[src/rtl/mem_arbiter_pkg.sv]
// Shared types for the unified-memory arbiter: memory access parameters,
// the arbiter FSM state and the transaction owner.
package mem_arbiter_pkg;

    // Architectural register / bus word
    typedef logic [31:0] arch_reg;

    typedef enum logic [0:0] {
        MEM_OP_READ  = 1'b0,
        MEM_OP_WRITE = 1'b1
    } mem_op_t;

    typedef enum logic [1:0] {
        MEM_ACCESS_BYTE = 2'd0,
        MEM_ACCESS_HALF = 2'd1,
        MEM_ACCESS_WORD = 2'd2
    } mem_access_t;

    typedef struct packed {
        mem_op_t     op;
        mem_access_t access_size;
        logic        load_unsigned;
    } mem_params_t;

    // Instruction fetch is always an unsigned full-word read
    localparam mem_params_t FETCH_PARAMS = '{
        op:            MEM_OP_READ,
        access_size:   MEM_ACCESS_WORD,
        load_unsigned: 1'b1
    };

    // Value driven on the memory parameter bus when no request is presented
    localparam mem_params_t NULL_PARAMS = '{
        op:            MEM_OP_READ,
        access_size:   MEM_ACCESS_BYTE,
        load_unsigned: 1'b0
    };

    typedef enum logic [0:0] {
        ARB_IDLE = 1'b0,
        ARB_WAIT = 1'b1
    } arb_state_t;

    typedef enum logic [0:0] {
        OWNER_FETCH = 1'b0,
        OWNER_DATA  = 1'b1
    } arb_owner_t;

    // Map a "data selected" flag onto the owner encoding
    function automatic arb_owner_t owner_of(input logic data_sel);
        return data_sel ? OWNER_DATA : OWNER_FETCH;
    endfunction

endpackage

[src/rtl/mem_arbiter.sv]
// Two-requester arbiter sharing a single memory port between instruction
// fetch and load/store. One transaction in flight at a time, data has
// priority, a starvation counter guarantees fetch progress and a response
// timeout aborts transactions against hung memory.
module mem_arbiter
    import mem_arbiter_pkg::*;
#(
    parameter int TIMEOUT_CYCLES = 64,
    parameter int STARVE_LIMIT   = 4
) (
    input  logic        clock,
    input  logic        reset,

    // Instruction fetch requester
    input  logic        if_req_valid,
    input  arch_reg     if_addr,
    output logic        if_req_ready,
    output logic        if_resp_valid,
    output logic        if_resp_err,

    // Load/store requester
    input  logic        d_req_valid,
    input  arch_reg     d_addr,
    input  arch_reg     d_wdata,
    input  mem_params_t d_params,
    output logic        d_req_ready,
    output logic        d_resp_valid,
    output logic        d_resp_err,

    // Shared response data
    output arch_reg     resp_rdata,

    // Memory port
    output logic        mem_req_valid,
    input  logic        mem_req_ready,
    output logic [31:0] mem_addr,
    output logic [31:0] mem_wdata,
    output mem_params_t mem_params,
    input  logic        mem_resp_valid,
    input  logic [31:0] mem_rdata,

    output logic        bus_error
);

    localparam int TO_W = (TIMEOUT_CYCLES > 2) ? $clog2(TIMEOUT_CYCLES) : 1;
    localparam int ST_W = $clog2(STARVE_LIMIT + 1);
    localparam logic [TO_W-1:0] TO_LAST = TO_W'(TIMEOUT_CYCLES - 1);
    localparam logic [ST_W-1:0] ST_MAX  = ST_W'(STARVE_LIMIT);

    arb_state_t      state_reg, state_next;
    arb_owner_t      owner_reg, owner_next;
    logic [TO_W-1:0] timeout_cnt_reg, timeout_cnt_next;
    logic [ST_W-1:0] starve_cnt_reg, starve_cnt_next;
    logic            bus_error_reg, bus_error_next;
    // Selection latched while a presented request is stalled by memory
    logic            lock_valid_reg, lock_valid_next;
    arb_owner_t      lock_owner_reg, lock_owner_next;

    logic       fetch_priority;
    logic       any_valid;
    logic       lock_hold;
    logic       sel_data;
    arb_owner_t sel_owner;
    logic       accept;
    logic       resp_hit;
    logic       timeout_hit;
    logic       finish;

    // Combinational request selection and transaction events
    always_comb begin
        fetch_priority = if_req_valid && (starve_cnt_reg == ST_MAX);
        any_valid      = if_req_valid || d_req_valid;
        // A stalled choice stays put as long as that requester is still asking
        lock_hold      = lock_valid_reg &&
                         ((lock_owner_reg == OWNER_DATA) ? d_req_valid : if_req_valid);
        if (lock_hold) begin
            sel_data = (lock_owner_reg == OWNER_DATA);
        end else begin
            sel_data = d_req_valid && !fetch_priority;
        end
        sel_owner   = owner_of(sel_data);
        accept      = !reset && (state_reg == ARB_IDLE) && any_valid && mem_req_ready;
        resp_hit    = !reset && (state_reg == ARB_WAIT) && mem_resp_valid;
        timeout_hit = !reset && (state_reg == ARB_WAIT) && !mem_resp_valid &&
                      (timeout_cnt_reg == TO_LAST);
        finish      = resp_hit || timeout_hit;
    end

    // FSM state register
    always_ff @(posedge clock) begin
        if (reset) begin
            state_reg <= ARB_IDLE;
        end else begin
            state_reg <= state_next;
        end
    end

    // FSM next-state logic
    always_comb begin
        state_next = state_reg;
        case (state_reg)
            ARB_IDLE: if (accept) state_next = ARB_WAIT;
            ARB_WAIT: if (finish) state_next = ARB_IDLE;
            default:  state_next = ARB_IDLE;
        endcase
    end

    // Next values for owner, timeout, starvation, lock and sticky error
    always_comb begin
        owner_next       = owner_reg;
        timeout_cnt_next = timeout_cnt_reg;
        starve_cnt_next  = starve_cnt_reg;
        bus_error_next   = bus_error_reg | timeout_hit;
        lock_valid_next  = 1'b0;
        lock_owner_next  = lock_owner_reg;

        case (state_reg)
            ARB_IDLE: begin
                if (accept) begin
                    owner_next       = sel_owner;
                    timeout_cnt_next = '0;
                end
                if (!if_req_valid) begin
                    starve_cnt_next = '0;
                end else if (accept && !sel_data) begin
                    starve_cnt_next = '0;
                end else if (sel_data && (starve_cnt_reg != ST_MAX)) begin
                    starve_cnt_next = starve_cnt_reg + ST_W'(1);
                end
                if (any_valid && !mem_req_ready) begin
                    lock_valid_next = 1'b1;
                    lock_owner_next = sel_owner;
                end
            end
            ARB_WAIT: begin
                if (finish) begin
                    timeout_cnt_next = '0;
                end else begin
                    timeout_cnt_next = timeout_cnt_reg + TO_W'(1);
                end
            end
            default: ;
        endcase
    end

    // Datapath registers
    always_ff @(posedge clock) begin
        if (reset) begin
            owner_reg       <= OWNER_FETCH;
            timeout_cnt_reg <= '0;
            starve_cnt_reg  <= '0;
            bus_error_reg   <= 1'b0;
            lock_valid_reg  <= 1'b0;
            lock_owner_reg  <= OWNER_FETCH;
        end else begin
            owner_reg       <= owner_next;
            timeout_cnt_reg <= timeout_cnt_next;
            starve_cnt_reg  <= starve_cnt_next;
            bus_error_reg   <= bus_error_next;
            lock_valid_reg  <= lock_valid_next;
            lock_owner_reg  <= lock_owner_next;
        end
    end

    // FSM outputs: request mux in IDLE, response routing in WAIT
    always_comb begin
        if_req_ready  = 1'b0;
        d_req_ready   = 1'b0;
        mem_req_valid = 1'b0;
        mem_addr      = '0;
        mem_wdata     = '0;
        mem_params    = NULL_PARAMS;
        if_resp_valid = 1'b0;
        if_resp_err   = 1'b0;
        d_resp_valid  = 1'b0;
        d_resp_err    = 1'b0;
        resp_rdata    = '0;

        if (!reset) begin
            case (state_reg)
                ARB_IDLE: begin
                    if (any_valid) begin
                        mem_req_valid = 1'b1;
                        if (sel_data) begin
                            d_req_ready = mem_req_ready;
                            mem_addr    = d_addr;
                            mem_wdata   = d_wdata;
                            mem_params  = d_params;
                        end else begin
                            if_req_ready = mem_req_ready;
                            mem_addr     = if_addr;
                            mem_params   = FETCH_PARAMS;
                        end
                    end
                end
                ARB_WAIT: begin
                    if (finish) begin
                        if (owner_reg == OWNER_DATA) begin
                            d_resp_valid = 1'b1;
                            d_resp_err   = timeout_hit;
                        end else begin
                            if_resp_valid = 1'b1;
                            if_resp_err   = timeout_hit;
                        end
                        // A timed-out transaction returns zero data
                        resp_rdata = resp_hit ? mem_rdata : '0;
                    end
                end
                default: ;
            endcase
        end
    end

    assign bus_error = bus_error_reg;

endmodule

[config.mk]
export PLATFORM = sky130hd
export DESIGN_NAME = mem_arbiter
export DESIGN_NICKNAME = d
export VERILOG_FILES = /design/src/rtl/mem_arbiter_pkg.sv /design/src/rtl/mem_arbiter.sv
export SDC_FILE = /design/constraint.sdc
export NUM_CORES = 1
export LEC_CHECK = 0
export BUFFER_PORTS_ARGS = -buffer_cell sky130_fd_sc_hd__buf_2
export CORE_AREA = 2 2 95 97
export DETAILED_ROUTE_END_ITERATION = 10
export DIE_AREA = 0 0 97 99
export PLACE_DENSITY = 0.67
export SYNTH_ARGS = -nofsm -noshare
export SYNTH_HDL_FRONTEND = slang
export SYNTH_SLANG_ARGS = --single-unit
[constraint.sdc]
create_clock -name clock -period 2.1 [get_ports clock]
set_clock_uncertainty 0.05 [all_clocks]
set_input_delay 0.21 -clock clock [delete_from_list [all_inputs] [get_ports clock]]
set_output_delay 0.21 -clock clock [all_outputs]
set_load 0.005 [all_outputs]
==> results.tsv <==
stage	metric	value	unit
timing	setup_viol	31	
drt	firstDrtPassIters	4	
clock_network	root_buffer	clkbuf_8	
clock_network	clock_sinks	14	
logic_synthesis	synth_area_leaders	and2_1 (22%), dfxtp_1 (15%), a21oi_1 (11%)	
placement	io_buffers	245	
worst_setup_path	path_class	flop to output port	
timing	final.min_clock_period	2.16	ns
worst_hold_path	hold_path_class	input port to flop	
global_route	grt_max_degree	33	
worst_setup_path	rrSetupSlack	0.28	ns
drt	vias	3045	
cells_and_area	final_util	43.1	%
cells_and_area	final_cell_mix	buf_2 (231), and2_1 (52), a21oi_1 (34)	
drt	drc_errors	0	
flow_run	drv_cap	0	
floorplan	io_pins	246	
global_route	grtUsageTotal	15.8	%
timing	slew_viol_final	0	
cells_and_area	largest_register_ffs	6	
worst_setup_path	r2r_end	lock_owner_reg	
cells_and_area	syn2layout_area_growth	97.8	%
pwr	p_leak	2.00	nW
logic_synthesis	yosys_warnings	0	
clock_network	cts_hold_buf	0	
cells_and_area	diodes	0	
floorplan	core	8550	um^2
floorplan	die_x	97	um
timing	relSlewSlack	69.7	%
timing	layout_setup_ws	-0.0580	ns
logic_synthesis	synth-seq-area-share	15.0	%
worst_setup_path	rr_worst_depth	7	
worst_setup_path	cp_data_arrival_time	1.90	ns
logic_synthesis	yosysTopAreaCellShare	22.2	%
placement	dp_hpwl	6470	um
global_route	overflow	0	
floorplan	rows	34	
timing	tightest_slew	0.453	ns
worst_setup_path	required	1.84	ns
clock_network	clkSlewWorstSetupHoldPaths	0.06	ns
logic_synthesis	synth_top_area_cell	and2_1	
placement	gp_congestion	0.762	
cells_and_area	final_nets	684	
placement	place_ws	0.123	ns
drt	drt_iter0_markers	78	
cells_and_area	layout_commonest_cell	buf_2	
clock_network	cts-htree-levels	1	
drt	ant_nets	0	
drt	wire_per_inst	13.1	um
drt	vias_per_cell	4.68	
status	outcome	complete, but fails checks	
pwr	p_per_area	288	nW/um^2
worst_hold_path	hold_start	mem_req_ready	
floorplan	die_height	99	um
clock_network	clock_latency	0.25	ns
timing	rsz0062_at_grt	true	
logic_synthesis	synthesis.nets	434	
logic_synthesis	synth_cell_type_count	39	
worst_setup_path	critical_path.startpoint	starve_cnt_reg[0]	
worst_hold_path	min_path_cells	2	
pwr	ir_worst_vdd	177	uV
worst_hold_path	hold_end	lock_valid_reg	
worst_setup_path	crit_fanout	8	
cells_and_area	layout-drive-gt1-share	58.7	%
floorplan	start_util	21.8	%
global_route	grt_pass1_vias	2817	
logic_synthesis	ys_ff_latch	14	
logic_synthesis	syn_area_per_cell	6.36	um^2
timing	hold_viol_final	0	
global_route	grt_pass1_wl	13100	um
timing	tns	-0.993	ns
floorplan	die-area	9600	um^2
status	violations	setup timing	
clock_network	cts_tree	yes	
worst_setup_path	r2r_start	starve_cnt_reg[0]	
worst_setup_path	endpoint_kind	output port	
drt	wirelength	8500	um
timing	fin_crit_sh	103	%
logic_synthesis	syn_area	1860	um^2
clock_network	cts_buffer_depth	2	
logic_synthesis	synthCells	293	
worst_setup_path	crit_path_start_kind	flop	
global_route	antenna_found_initial	0	
timing	fmax	0.463	GHz
clock_network	cts_made_buffers	3	
logic make-up (layout without fill, tap and decap cells):
kind of cell | after synthesis | in the layout | synth area share (%)
and+or+nand+nor | 146 | 146 | 45.7
buffers and inverters | 37 | 286 | 8.53
adders and majority gates | 3 | 3 | 2.01
AOI/OAI and AO/OA | 92 | 92 | 28.1
muxes | 1 | 1 | 0.537
DFF | 14 | 14 | 15.0
layer usage:
metal  GRT usage [%]  vias up  share of wire, %  wire [um]
met5               0        -                 0          0
met4            2.82        0              0.49         42
met3            4.47        6               7.8        659
met2            27.7      136                51       4310
met1            19.4     1381                41       3490
li1                -     1522                 -          -
per-stage QoR:
step | area [um^2] | power, mW | std cells | hold WS [ns]
final | 3680 | 1.06 | 650 | 0.167
after detailed placement | 3220 | 0.711 | 631 | 0.395
after CTS | 3560 | 1.05 | 645 | 0.156
after floorplan | 1860 | 0.472 | 293 | 0.232
after global routing | 3680 | 1.14 | 650 | 0.178
after global placement | 3220 | 0.703 | 631 | 0.385
final cells by class:
cell class | instances | area [um^2]
clock buffer | 4 | 55.1
sequential | 14 | 283
tap | 108 | 135
inverter | 10 | 37.5
multi-input combinational | 242 | 1540
fill | 886 | 4870
timing repair buffer | 272 | 1630
worst max-delay path by stage:
| stage | cells after the start | slack (ns) | to |
|---|---|---|---|
| 3_5_place_dp | 8 | 0.12 | mem_addr[14] |
| 4_1_cts | 9 | -0.08 | mem_params[3] |
| 3_3_place_gp | 7 | 0.19 | lock_owner_reg |
| 6_report | 10 | -0.06 | mem_wdata[15] |
| 5_1_grt | 10 | -0.16 | mem_wdata[16] |
| 2_1_floorplan | 7 | 0.37 | mem_wdata[10] |
what timing repair did:
item | in CTS | in global routing
buffers inserted | 7 | 5
gates resized for setup | 32 | 27
pin swaps | 4 | 4
gates cloned | 3 | 1
setup endpoints to repair | 64 | 68
synthesized netlist by cell type:
master and n:
a31oi_1 2, and3b_4 1, o211ai_1 2, mux2i_1 1, buf_2 13, nand3b_1 3
dfxtp_1 14, nand2b_1 1, or3_1 3, nand4_1 3, nor3_4 1, buf_4 1
inv_1 9, o31ai_1 1, a2bb2oi_1 1, nor2_2 1, nor2_1 8, a31o_1 1
nor3_1 5, nand3_1 37, clkbuf_1 12, buf_1 1, o21a_4 1, o21ai_0 34
or4_1 2, ha_1 3, o2111ai_1 3, and3_1 3, o21ai_1 1, o311ai_2 1
o21a_1 2, nand2_1 6, and2_1 66, nor3b_1 3, nor2b_1 3, a21oi_1 41
inv_2 1, a311o_1 1, o21ai_2 1
worst max-delay path: stages (launching register included):
cell and delay (ns):
dfxtp_2 0.33, inv_2 0.05, ha_4 0.15, and3b_4 0.18, o21a_4 0.21, nor3_4 0.11
buf_6 0.14, buf_12 0.11, clkbuf_16 0.14, and2_4 0.14, buf_6 0.08
report_power, final:
part / switching [mW] / internal (mW) / leakage [nW]
Sequential: 0.00717 / 0.273 / 0.114
Clock: 0.101 / 0.166 / 0.0288
Combinational: 0.231 / 0.284 / 1.86
Note: power is estimated with default switching activity, not from simulation.
